--- config.mk ---
export PLATFORM = sky130hd
export DESIGN_NAME = iir_coeff_loader
export DESIGN_NICKNAME = d
export VERILOG_FILES = /design/src/rtl/iir_cfg_pkg.sv /design/src/rtl/iir_gap_detect.sv /design/src/rtl/iir_coeff_loader.sv
export SDC_FILE = /design/constraint.sdc
export NUM_CORES = 1
export LEC_CHECK = 0
export CORE_ASPECT_RATIO = 0.75
export CORE_MARGIN = 5
export CORE_UTILIZATION = 48
export CTS_CLUSTER_DIAMETER = 120
export DETAILED_ROUTE_END_ITERATION = 16
export PLACE_DENSITY = 0.86
export SYNTH_ARGS = -nofsm -noshare
export SYNTH_HDL_FRONTEND = slang
export SYNTH_SLANG_ARGS = --single-unit
--- constraint.sdc ---
create_clock -name clk -period 5.4 [get_ports clk]
set_input_delay 1.62 -clock clk [delete_from_list [all_inputs] [get_ports clk]]
set_output_delay 1.62 -clock clk [all_outputs]
set_load 0.05 [all_outputs]
--- src/rtl/iir_cfg_pkg.sv ---
// rtl/iir_cfg_pkg.sv - shared types and constants for the IIR coefficient loader
package iir_cfg_pkg;

    typedef enum logic [2:0] {
        IDLE,
        LOAD,
        WAIT_SAFE,
        COMMIT,
        VERIFY
    } ldr_state_e;

    typedef enum logic [1:0] {
        ERR_NONE    = 2'b00,
        ERR_VERIFY  = 2'b01,
        ERR_TIMEOUT = 2'b10,
        ERR_ABORT   = 2'b11
    } ldr_err_e;

    // Word order of a coefficient set on the stream and in the shadow bank
    localparam int B0_IDX = 0;
    localparam int B1_IDX = 1;
    localparam int B2_IDX = 2;
    localparam int A1_IDX = 3;
    localparam int A2_IDX = 4;

endpackage

--- src/rtl/iir_gap_detect.sv ---
// rtl/iir_gap_detect.sv - idle-gap and timeout counters for the commit window
module iir_gap_detect #(
    parameter int GAP_CYCLES = 4,
    parameter int TIMEOUT    = 1024
) (
    input  logic clk,
    input  logic rst_n,
    input  logic clear,
    input  logic filt_valid_in,
    output logic gap_ok,
    output logic timed_out
);

    localparam int GAP_W = $clog2(GAP_CYCLES + 1);
    localparam int TMO_W = $clog2(TIMEOUT);
    localparam logic [GAP_W-1:0] GAP_LAST = GAP_W'(GAP_CYCLES - 1);
    localparam logic [GAP_W-1:0] GAP_MAX  = GAP_W'(GAP_CYCLES);
    localparam logic [TMO_W-1:0] TMO_LAST = TMO_W'(TIMEOUT - 1);

    logic [GAP_W-1:0] gap_cnt;
    logic [TMO_W-1:0] tmo_cnt;

    // Both counters saturate so a long wait can never alias back to a commit
    always_ff @(posedge clk or negedge rst_n) begin
        if (!rst_n) begin
            gap_cnt <= '0;
            tmo_cnt <= '0;
        end else if (clear) begin
            gap_cnt <= '0;
            tmo_cnt <= '0;
        end else begin
            if (filt_valid_in) begin
                gap_cnt <= '0;
            end else if (gap_cnt != GAP_MAX) begin
                gap_cnt <= gap_cnt + GAP_W'(1);
            end
            if (tmo_cnt != TMO_LAST) begin
                tmo_cnt <= tmo_cnt + TMO_W'(1);
            end
        end
    end

    assign gap_ok    = !filt_valid_in && (gap_cnt == GAP_LAST);
    assign timed_out = (tmo_cnt == TMO_LAST);

endmodule

--- src/rtl/iir_coeff_loader.sv ---
// rtl/iir_coeff_loader.sv - stages a biquad coefficient set and commits it in an idle gap
module iir_coeff_loader
    import iir_cfg_pkg::*;
#(
    parameter int COEFF_WIDTH = 20,
    parameter int COEFF_DEPTH = 5,
    parameter int GAP_CYCLES  = 4,
    parameter int TIMEOUT     = 1024
) (
    input  logic                                    clk,
    input  logic                                    rst_n,
    input  logic                                    start,
    input  logic                                    abort,
    input  logic                                    cfg_valid,
    output logic                                    cfg_ready,
    input  logic [COEFF_WIDTH-1:0]                  cfg_data,
    input  logic                                    filt_valid_in,
    output logic                                    coeff_wr_en,
    output logic [COEFF_DEPTH-1:0][COEFF_WIDTH-1:0] coeff_in,
    input  logic [COEFF_DEPTH-1:0][COEFF_WIDTH-1:0] coeff_out,
    output logic                                    busy,
    output logic                                    done,
    output logic                                    error,
    output logic [1:0]                              err_code
);

    localparam int WC_W = $clog2(COEFF_DEPTH);
    localparam logic [WC_W-1:0] LAST_WORD = WC_W'(COEFF_DEPTH - 1);

    ldr_state_e      state_q;
    ldr_state_e      state_d;
    logic [WC_W-1:0] word_cnt;
    logic            accept;
    logic            gap_ok;
    logic            timed_out;
    logic            done_d;
    logic            error_d;
    logic [1:0]      code_d;

    assign cfg_ready   = (state_q == LOAD);
    assign busy        = (state_q != IDLE);
    assign coeff_wr_en = (state_q == COMMIT);
    assign accept      = cfg_valid && cfg_ready;

    iir_gap_detect #(
        .GAP_CYCLES (GAP_CYCLES),
        .TIMEOUT    (TIMEOUT)
    ) u_gap_detect (
        .clk           (clk),
        .rst_n         (rst_n),
        .clear         (state_q != WAIT_SAFE),
        .filt_valid_in (filt_valid_in),
        .gap_ok        (gap_ok),
        .timed_out     (timed_out)
    );

    always_ff @(posedge clk or negedge rst_n) begin
        if (!rst_n) begin
            state_q  <= IDLE;
            done     <= 1'b0;
            error    <= 1'b0;
            err_code <= ERR_NONE;
        end else begin
            state_q  <= state_d;
            done     <= done_d;
            error    <= error_d;
            err_code <= code_d;
        end
    end

    // Abort outranks commit and timeout; COMMIT ignores it since the write is already out
    always_comb begin
        state_d = state_q;
        done_d  = 1'b0;
        error_d = 1'b0;
        code_d  = err_code;
        unique case (state_q)
            IDLE: begin
                if (start) state_d = LOAD;
            end
            LOAD: begin
                if (abort) begin
                    state_d = IDLE;
                    error_d = 1'b1;
                    code_d  = ERR_ABORT;
                end else if (accept && (word_cnt == LAST_WORD)) begin
                    state_d = WAIT_SAFE;
                end
            end
            WAIT_SAFE: begin
                if (abort) begin
                    state_d = IDLE;
                    error_d = 1'b1;
                    code_d  = ERR_ABORT;
                end else if (gap_ok) begin
                    state_d = COMMIT;
                end else if (timed_out) begin
                    state_d = IDLE;
                    error_d = 1'b1;
                    code_d  = ERR_TIMEOUT;
                end
            end
            COMMIT: begin
                state_d = VERIFY;
            end
            VERIFY: begin
                state_d = IDLE;
                if (abort) begin
                    error_d = 1'b1;
                    code_d  = ERR_ABORT;
                end else if (coeff_out == coeff_in) begin
                    done_d = 1'b1;
                end else begin
                    error_d = 1'b1;
                    code_d  = ERR_VERIFY;
                end
            end
            default: begin
                state_d = IDLE;
            end
        endcase
    end

    always_ff @(posedge clk or negedge rst_n) begin
        if (!rst_n) begin
            word_cnt <= '0;
        end else if ((state_q == IDLE) && start) begin
            word_cnt <= '0;
        end else if (accept) begin
            word_cnt <= word_cnt + WC_W'(1);
        end
    end

    // Shadow bank is never cleared on exit so coeff_in stays stable between sessions
    always_ff @(posedge clk or negedge rst_n) begin
        if (!rst_n) begin
            coeff_in <= '0;
        end else if (accept) begin
            coeff_in[word_cnt] <= cfg_data;
        end
    end

endmodule
==> flow_summary.toml <==
[clock_network]
clk_latency_ns = 0.40
clkSinkCount = 123
post_cts_resized = 0
cts_hold_buf = 0
cts_tree = "built"
cts-htree-levels = 4
cts-buffers-inserted = 17
cts_buffer_depth = 2
cts_setup_buffers = 0
cts_root_buffer = "clkbuf_16"
path_clk_slew_ns = 0.05

[logic_synthesis]
ys_seq_area_frac = 0.500
synthesis.area_mm2 = 0.00615
syn_nets = 614
synth_edf_count = 0
ys.flop_type = "dfrtp_1"
synth.avg_cell_area_um2 = 12.8
synth_largest_area_cell = "dfrtp_1"
yosysWarnings = 0
synthDistinctLibCells = 37
synth.top_cell.area_share = 0.500
async_reset_ff_frac = 1.00
synth_area_leaders = "dfrtp_1, mux2_2, xor2_1"
syn_inst = 482
yosys_register_bits = 123

[critical_path]
cp_max_fo = 8
cp-end-kind = "output pin"
crit_chain = "inv_1 -> nor3b_1 -> clkdlybuf4s50_1"
slowest_delay_ns = 0.84
crit_slowest_cell = "clkdlybuf4s50_1"
crit_required_ns = 3.78
arrival_ns = 2.15
critPathKind = "register to output pin"
start_kind = "register"
path_buf_inv = 2
cp_top_family = "buffers and inverters"

[placed_design]
portBuffers = 232
place.gp.congestion = 0.929
hpwl_um = 14900

[sta]
skew_ns = 0.00527
setup_violations = 0
holdWs_ns = 0.556
post-route-period-util = 0.698
rsz0062_at_grt = "false"
timing.slew.headroom = 0.431
max_freq_mhz = 265
tns_ns = 0
worst_pin_slew_ns = 0.849
finalCriticalPeriod_ns = 3.77
drv_slew = 0
finalHoldViolations = 0

[routing]
drcViolationCount = 0
routed_wl_um = 19200
detail-route-antenna-nets = 0
drtPass1Iterations = 5
vias = 4863
drt_iter0_markers = 170
wl_per_cell_um = 21.4
viasPerCell = 5.42

[grt]
grt_pass1_wl_um = 29700
grt_use_total = 0.257
grt_pass1_vias = 5262
antenna_found_initial = 0
grt_max_degree = 68
grt.overflow.total = 0

[die]
num_rows = 35
pin_count = 233
die_y_um = 108
die_x_um = 141
core_area_mm2 = 0.0124
start_util = 0.495
die-area_mm2 = 0.0152

[job]
drv_cap = 0

[finish]
syn2layout_area_growth_pct = 48.8
final_cell_mix = "clkdlybuf4s50_1, dfrtp_1, mux2_2, xor2_1, xnor2_1"
layout-drive-gt1-share = 0.187
final_common_cell = "clkdlybuf4s50_1"
fin_nets = 856
antenna_cells = 0
fillerInstances = 875

[power_and_ir_drop]
swShare = 0.441
internal-power_w = 0.00291
peakVddDrop_mv = 0.356
clkPwrFrac = 0.191
power.density_mw_per_mm2 = 568
p_comb_frac = 0.505
switching_power_w = 0.00229
p_leak_nw = 3.94
seqPwrFrac = 0.305

[worst_hold_path]
min-delay-path-class = "register to register"

[run_status]
status = "complete, no violations"
## synth_stat cells (2+ instances only)
master / instances
buf_2: 8
o21ai_0: 2
xnor2_1: 52
nand2_1: 6
nand3_1: 8
mux2i_1: 4
nor3_1: 7
xor2_1: 58
nor4_1: 17
nand4_1: 18
dfrtp_1: 123
ha_1: 6
inv_1: 8
and2_1: 3
buf_4: 2
a21oi_1: 4
nor2b_1: 2
a31oi_1: 4
nor2_1: 21
and3_1: 2
clkbuf_1: 4
or3_1: 4
a211oi_1: 4
nor3b_1: 2
buf_6: 2
mux2_2: 80
nand2b_1: 2
mux2_4: 20
## state kept, by name, summed over array words and instances (netlist names)
name / flops
coeff_in: 100
u_gap_detect.tmo_cnt: 10
state_q: 3
u_gap_detect.gap_cnt: 3
word_cnt: 3
err_code: 2
done: 1
error: 1
## path summary, 6_finish.rpt
path / start / endpoint / slack (ns) / depth (start not counted)
max in group asynchronous: rst_n / coeff_in[65] / 3.41 / 2
min: coeff_in[79] / coeff_in[79] / 0.56 / 1
max reg2reg: state_q[0] / coeff_in[22] / 2.61 / 6
min in group asynchronous: rst_n / word_cnt[2] / 0.99 / 1
max: state_q[1] / coeff_wr_en / 1.63 / 3
min reg2reg: coeff_in[79] / coeff_in[79] / 0.56 / 1
## stage by stage
stage	utilization	setup WS (ns)	instance area [µm²]	instances	power, W
after global placement	0.696	1.41	8650	871	0.00416
after CTS	0.736	1.62	9150	897	0.00523
after detailed placement	0.696	1.35	8650	871	0.00422
final	0.736	1.63	9150	897	0.00520
after floorplan	-	1.97	6150	482	0.00323
after global routing	0.736	1.50	9150	897	0.00542
## layout make-up
type / instances / area (µm²) / share of cell area
sequential: 123 / 3080 / 0.336
timing repair buffer: 239 / 2370 / 0.259
clock inverter: 5 / 50.0 / 0.00547
clock buffer: 21 / 450 / 0.0492
tap: 166 / 208 / 0.0227
inverter: 8 / 30.0 / 0.00328
multi-input combinational: 335 / 2970 / 0.324
## worst reg2reg max path: cells and delay by family, from the launching register on
family,cells,cell delay [ns]
buffers and inverters,1,0.36
DFF,1,0.56
muxes,1,0.37
and+or+nand+nor,4,1.39
## power by group through the flow
stage	Combinational (W)	Clock, W	Sequential, W
final	0.00262	0.000991	0.00158
after global routing	0.00275	0.00105	0.00163
after CTS	0.00265	0.00100	0.00158
after detailed placement	0.00264	0	0.00159
after global placement	0.00259	0	0.00157
after floorplan	0.000734	0	0.00250
## layer usage
metal	GRT usage	wire [µm]
met5	0	0
met4	0.0982	555
met3	0.0729	1390
met2	0.426	9290
met1	0.321	7970
## kinds of logic (layout without fill, tap and decap cells)
family,Yosys count,after routing,share of synthesized area
AOI/OAI and AO/OA,19,19,0.0207
xor gates and xnor gates,110,110,0.157
adders and majority gates,6,6,0.0122
buffers and inverters,24,273,0.0199
DFF,123,123,0.500
muxes,104,104,0.202
and+or+nand+nor,96,96,0.0883
Power figures use the tool's default switching activity.
